### config.mk
export PLATFORM = sky130hd
export DESIGN_NAME = tx_line_framer
export DESIGN_NICKNAME = d
export VERILOG_FILES = /design/src/rtl/uart_pkg.sv /design/src/rtl/tx_line_framer.sv
export SDC_FILE = /design/constraint.sdc
export NUM_CORES = 1
export LEC_CHECK = 0
export CORE_ASPECT_RATIO = 0.7
export CORE_MARGIN = 2
export CORE_UTILIZATION = 55
export DETAILED_ROUTE_END_ITERATION = 8
export DONT_BUFFER_PORTS = 1
export GPL_TIMING_DRIVEN = 0
export PLACE_DENSITY = 0.7
export SLEW_MARGIN = 20
export SYNTH_ARGS = -nofsm -noshare
export SYNTH_HDL_FRONTEND = slang
export SYNTH_SLANG_ARGS = --single-unit
### constraint.sdc
create_clock -name clock -period 2.6 [get_ports clock]
set_input_delay 0.78 -clock clock [delete_from_list [all_inputs] [get_ports clock]]
set_output_delay 0.78 -clock clock [all_outputs]
set_load 0.1 [all_outputs]
### src/rtl/uart_pkg.sv
// Shared definitions for the UART transmit path: ASCII line-control bytes
// and the state encoding of the line framer.
package uart_pkg;

    localparam logic [7:0] ASCII_CR = 8'h0D;
    localparam logic [7:0] ASCII_LF = 8'h0A;

    typedef enum logic [1:0] {
        PASS,
        EOL_CR,
        EOL_LF
    } framer_state_t;

endpackage

### src/rtl/tx_line_framer.sv
// Line framer ahead of the UART transmitter: forwards payload bytes and inserts
// an end-of-line sequence after every LINE_LEN bytes or after a block's last byte.
module tx_line_framer
    import uart_pkg::*;
#(
    parameter int LINE_LEN = 16,
    parameter bit EOL_CRLF = 1'b1
) (
    input  logic       clock,
    input  logic       reset,
    input  logic [7:0] s_data,
    input  logic       s_valid,
    input  logic       s_last,
    output logic       s_ready,
    output logic [7:0] m_data,
    output logic       m_valid,
    input  logic       m_ready,
    output logic       frame_done,
    output logic [7:0] col
);

    localparam logic [7:0]    LAST_COL  = 8'(LINE_LEN - 1);
    localparam framer_state_t EOL_START = EOL_CRLF ? EOL_CR : EOL_LF;

    framer_state_t state;
    logic          free;
    logic          last_flag;
    // Set only when the output register holds the LF of an inserted EOL, so a
    // payload 8'h0A can never be mistaken for the end of a frame.
    logic          eol_lf_held;

    // NOTE: every signal driven in always_comb gets a value on every path
    // (defaults first), otherwise synthesis infers a latch.
    always_comb begin
        free    = !m_valid || m_ready;
        s_ready = 1'b0;
        if (state == PASS) begin
            s_ready = free;
        end
    end

    // NOTE: all state updates use non-blocking assignments so every register
    // samples the pre-edge values, independent of statement order.
    always_ff @(posedge clock) begin
        if (reset) begin
            state       <= PASS;
            m_data      <= 8'h00;
            m_valid     <= 1'b0;
            frame_done  <= 1'b0;
            col         <= 8'h00;
            last_flag   <= 1'b0;
            eol_lf_held <= 1'b0;
        end else begin
            frame_done <= m_valid && m_ready && eol_lf_held && last_flag;
            if (m_valid && m_ready && eol_lf_held) begin
                last_flag <= 1'b0;
            end

            unique case (state)
                PASS: begin
                    if (s_valid && s_ready) begin
                        m_data      <= s_data;
                        m_valid     <= 1'b1;
                        eol_lf_held <= 1'b0;
                        if (s_last || col == LAST_COL) begin
                            col       <= 8'h00;
                            last_flag <= s_last;
                            state     <= EOL_START;
                        end else begin
                            col <= col + 8'd1;
                        end
                    end else if (free) begin
                        m_valid <= 1'b0;
                    end
                end
                EOL_CR: begin
                    if (free) begin
                        m_data      <= ASCII_CR;
                        m_valid     <= 1'b1;
                        eol_lf_held <= 1'b0;
                        state       <= EOL_LF;
                    end
                end
                EOL_LF: begin
                    if (free) begin
                        m_data      <= ASCII_LF;
                        m_valid     <= 1'b1;
                        eol_lf_held <= 1'b1;
                        state       <= PASS;
                    end
                end
                default: state <= PASS;
            endcase
        end
    end

endmodule

* Yosys cells after proc, flatten, opt, wreduce, memory -nomap -nowiden *
Index checks and enable logic that the tools add are counted.

operators by class
  add/subtract/negate cells = 1
  equal/unequal tests = 9
  muxes and demuxes = 21
  reduce and logical (&&, ||, !) cells = 15

operators by type and width
  operator                                              count
  two-way mux 8 bit                                     4
  one-hot mux 8 bit (3 select lines)                    1
  two-way mux 1 bit                                     9
  adder 8 x 1 -> 8 bit (second input constant)          1
  equality test 8 x 4 -> 1 bit (second input constant)  1
  two-way mux 2 bit                                     4
  AND reduction 4 bit                                   2
  != test 2 x 1 -> 1 bit (second input constant)        3
  one-hot mux 2 bit (3 select lines)                    1
  logical AND 1 bit                                     4
  != test 2 bit (second input constant)                 2
  != test 3 x 2 -> 1 bit (second input constant)        1
  one-hot mux 1 bit (3 select lines)                    1
  AND reduction 3 bit                                   1
  nonzero test 3 bit                                    1
  equality test 2 x 1 -> 1 bit (second input constant)  1
  equality test 2 bit (second input constant)           1
  logical NOT 2 bit                                     1
  logical OR 1 bit                                      2
  one-hot mux 1 bit (2 select lines)                    1
  AND reduction 2 bit                                   1
  nonzero test 2 bit                                    1
  OR reduction 2 bit                                    1
  logical NOT 1 bit                                     1

storage, ports and cells
  register bits = 22
  input port bits = 13
  output and inout port bits = 19
  word-level logic and storage cells = 53

* Depth between registers and ports, before layout *
  depth in word-level cells = 6
  mapped depth = 7

* Worst setup path before layout *
Ideal clock, no wire load.

  path type = reg2out
  from = register m_valid
  to = output port s_ready
  arrival = 2508 ps
  required time = 1820 ps
  path slack = -688 ps
  cell stages (with the launch flop) = 4
  path through = dfxtp_1 -> nor2b_1 -> clkbuf_1 -> nor2b_1

between the ends
  longest elaborated chain between the ends = 3

RTL lines
  what                    line                  text
  from (decl)             tx_line_framer.sv:16  output logic m_valid,
  from (signal assigned)  tx_line_framer.sv:48  m_valid <= 1'b0;
  from (signal assigned)  tx_line_framer.sv:63  m_valid <= 1'b1;
  from (signal assigned)  tx_line_framer.sv:73  m_valid <= 1'b0;
  logical NOT 1 bit       tx_line_framer.sv:35  free = !m_valid || m_ready;
  logical OR 1 bit        tx_line_framer.sv:35
  two-way mux 1 bit       tx_line_framer.sv:37  if (state == PASS) begin
  to (decl)               tx_line_framer.sv:14  output logic s_ready,

Every way passes these cells.

* Worst setup path after layout *
Ends and elaborated chain as after synthesis.

==> reports/qor.txt <==
run status - complete, no violations
total power - 1.622 mW
Top Ports - 32
maxcap violations - 0
most common cell in the netlist - dfxtp_1
fmax - 396.6 MHz
per-cell routed wire length - 15.83 µm
die width - 57.36 µm
largest net degree at the start of global routing - 13
DR iter-0 viols - 40
area share of the largest cell type after synthesis - 40.18%
Synthesis Warnings - 0
worst r2r src - col[2]
Final Hold Viols - 0
Clock Path Buffers - 2
R2R depth - 4
setup TNS - 0 ns
worst slew pin tran - 1.132 ns
Post-DP Area - 1132 µm²
cts bufs inserted - 3
crit start category - flip-flop
Crit. End Element - primary output
via count - 834
layout net count - 141
Cells on Worst Hold Path - 1
maximum level of the CTS H-tree - 1
Leak - 0.4229 nW
gr usage total - 20.75%
initial antenna violation count - 0
Resize count post-CTS - 4
Final ANT Viol Nets - 0
Inst Count DP - 139
clk slew on worst S/H paths - 0.11 ns
Yosys top cell by area - dfxtp_1
Setup Viol. Count Final - 0
Hold WS - 0.4958 ns
Slew headroom - 24.42%
Synthesized Nets - 136
Synth Flop Type - dfxtp_1
Post-Syn Area per Cell - 9.368 µm²
min-delay worst type - flip-flop to flip-flop
Setup Slack @ Placement - 0.001681 ns
worst path arrival time - 1.74 ns
antenna cells - 0
EDFF count, synth - 0
cell count after synthesis - 117
Post-DP HPWL - 1705 µm
VDD IR-drop max - 1.002 mV
Min Clock Period, post-route - 2.521 ns
Row Count - 13
Initial Utilization - 58.60%
final cell count without fillers - 143
first-pass GRT wire length - 3608 µm
Residual DRC - 0
IO Port Bufs - 0
commonest cells in the netlist - dfxtp_1, nor2_1, a21oi_1, nand2b_1, xnor2_1
RSZ-0062 raised after global routing - no
Die ar. - 2372 µm²
worst skew pair latency - 0.31 ns
post-synthesis sequential area ratio - 40.18%
gpl congestion - 0.7645
grt ovf - 0
top cells by area, synth - dfxtp_1, ha_1, xnor2_1, mux2i_1, nor2_1
DR vias/cell - 5.832
clk sinks - 22
Final Skew - 0.004667 ns
final core utilization - 62.81%
CTS tree - built
CP Class - flip-flop to primary output
final worst-path cycle share - 96.97%
crit-path max FO - 10
worst endpoint required time - 1.82 ns
vias in the first global route - 787
PnR worst setup slack - 0.07886 ns
hold path startpoint - last_flag
hold_buf cts - 0
Post-Syn Area - 1096 µm²
clock root cell - clkbuf_4
Die H - 41.35 µm
Final Cell Area - 1175 µm²
PD cells - 1380 nW/µm²
synthesis-to-finish area growth - 7.192%
#FFs+latches synth - 22
Post-CTS Setup Bufs - 0
Routed WL - 2263 µm
Max Slew Vio Count - 0
core area - 1871 µm²
Post-synth ARST share - 0%
Pre-antenna DRT Iters - 6
worst setup path startpoint - m_valid
share of layout cells above drive strength 1 - 14.05%
synth unique cells - 29
-- layout make-up --
cell class | count | area [µm²]
clock buffer | 4 | 36.28
sequential | 22 | 446.7
tap | 22 | 27.53
buffer | 4 | 23.77
inverter | 2 | 7.507
fill | 173 | 695.7
multi-input combinational | 89 | 633.1
-- report_power, final --
part | total (mW) | switching, mW | internal [mW]
Clock | 0.186 | 0.101 | 0.0855
Sequential | 0.881 | 0.467 | 0.413
Combinational | 0.555 | 0.333 | 0.222
-- final timing paths --
kind | end | slack (ns)
worst max register to register | state[0] | 0.21
worst min register to register | frame_done | 0.50
worst min-delay path | frame_done | 0.50
worst max-delay path | s_ready | 0.08
-- cell families (layout without fill, tap and decap cells) --
group / Yosys count / in the layout / share of synthesized area (%)
xor gates and xnor gates: 7 / 7 / 5.594
and+or+nand+nor: 52 / 52 / 26.60
buffers and inverters: 6 / 10 / 2.740
muxes: 6 / 6 / 5.480
adders and majority gates: 6 / 6 / 6.849
AOI/OAI and AO/OA: 18 / 18 / 12.56
DFF: 22 / 22 / 40.18
-- worst max-delay path, cell delays in order, from the launching register on --
cell,delay (ns)
dfxtp_4,0.47
nor2b_1,0.21
clkbuf_2,0.21
nor2b_4,0.54
-- layer usage --
layer | wire (µm) | GRT usage, % | vias up
met4 | 8 | 4.651 | 0
met2 | 1039 | 36.08 | 20
met5 | 0 | 0 | -
met3 | 123 | 7.099 | 2
met1 | 1091 | 25.81 | 395
li1 | - | - | 417
-- state kept, by name, summed over array words and instances, names as in the netlist --
name and cells:
col 8, m_valid 1, eol_lf_held 1, m_data 8, frame_done 1, state 2, last_flag 1
-- cell usage in the layout (no fill, tap or decap), types with 2 or more instances in the layout --
cell type and n:
nor2b_1 3, nor4b_1 2, xnor2_1 7, dfxtp_1 19, dfxtp_2 2, nand2_1 5
nand2b_1 8, a211oi_1 2, mux2i_1 6, nor2_1 14, clkbuf_4 3, nor3b_1 3
or2_2 2, ha_1 6, nand4_1 2, nand3b_1 4, nor4_1 2, a211oi_2 2
inv_1 2, clkbuf_1 2, a21oi_1 9, nand3_1 3
Power figures use the tool's default switching activity.
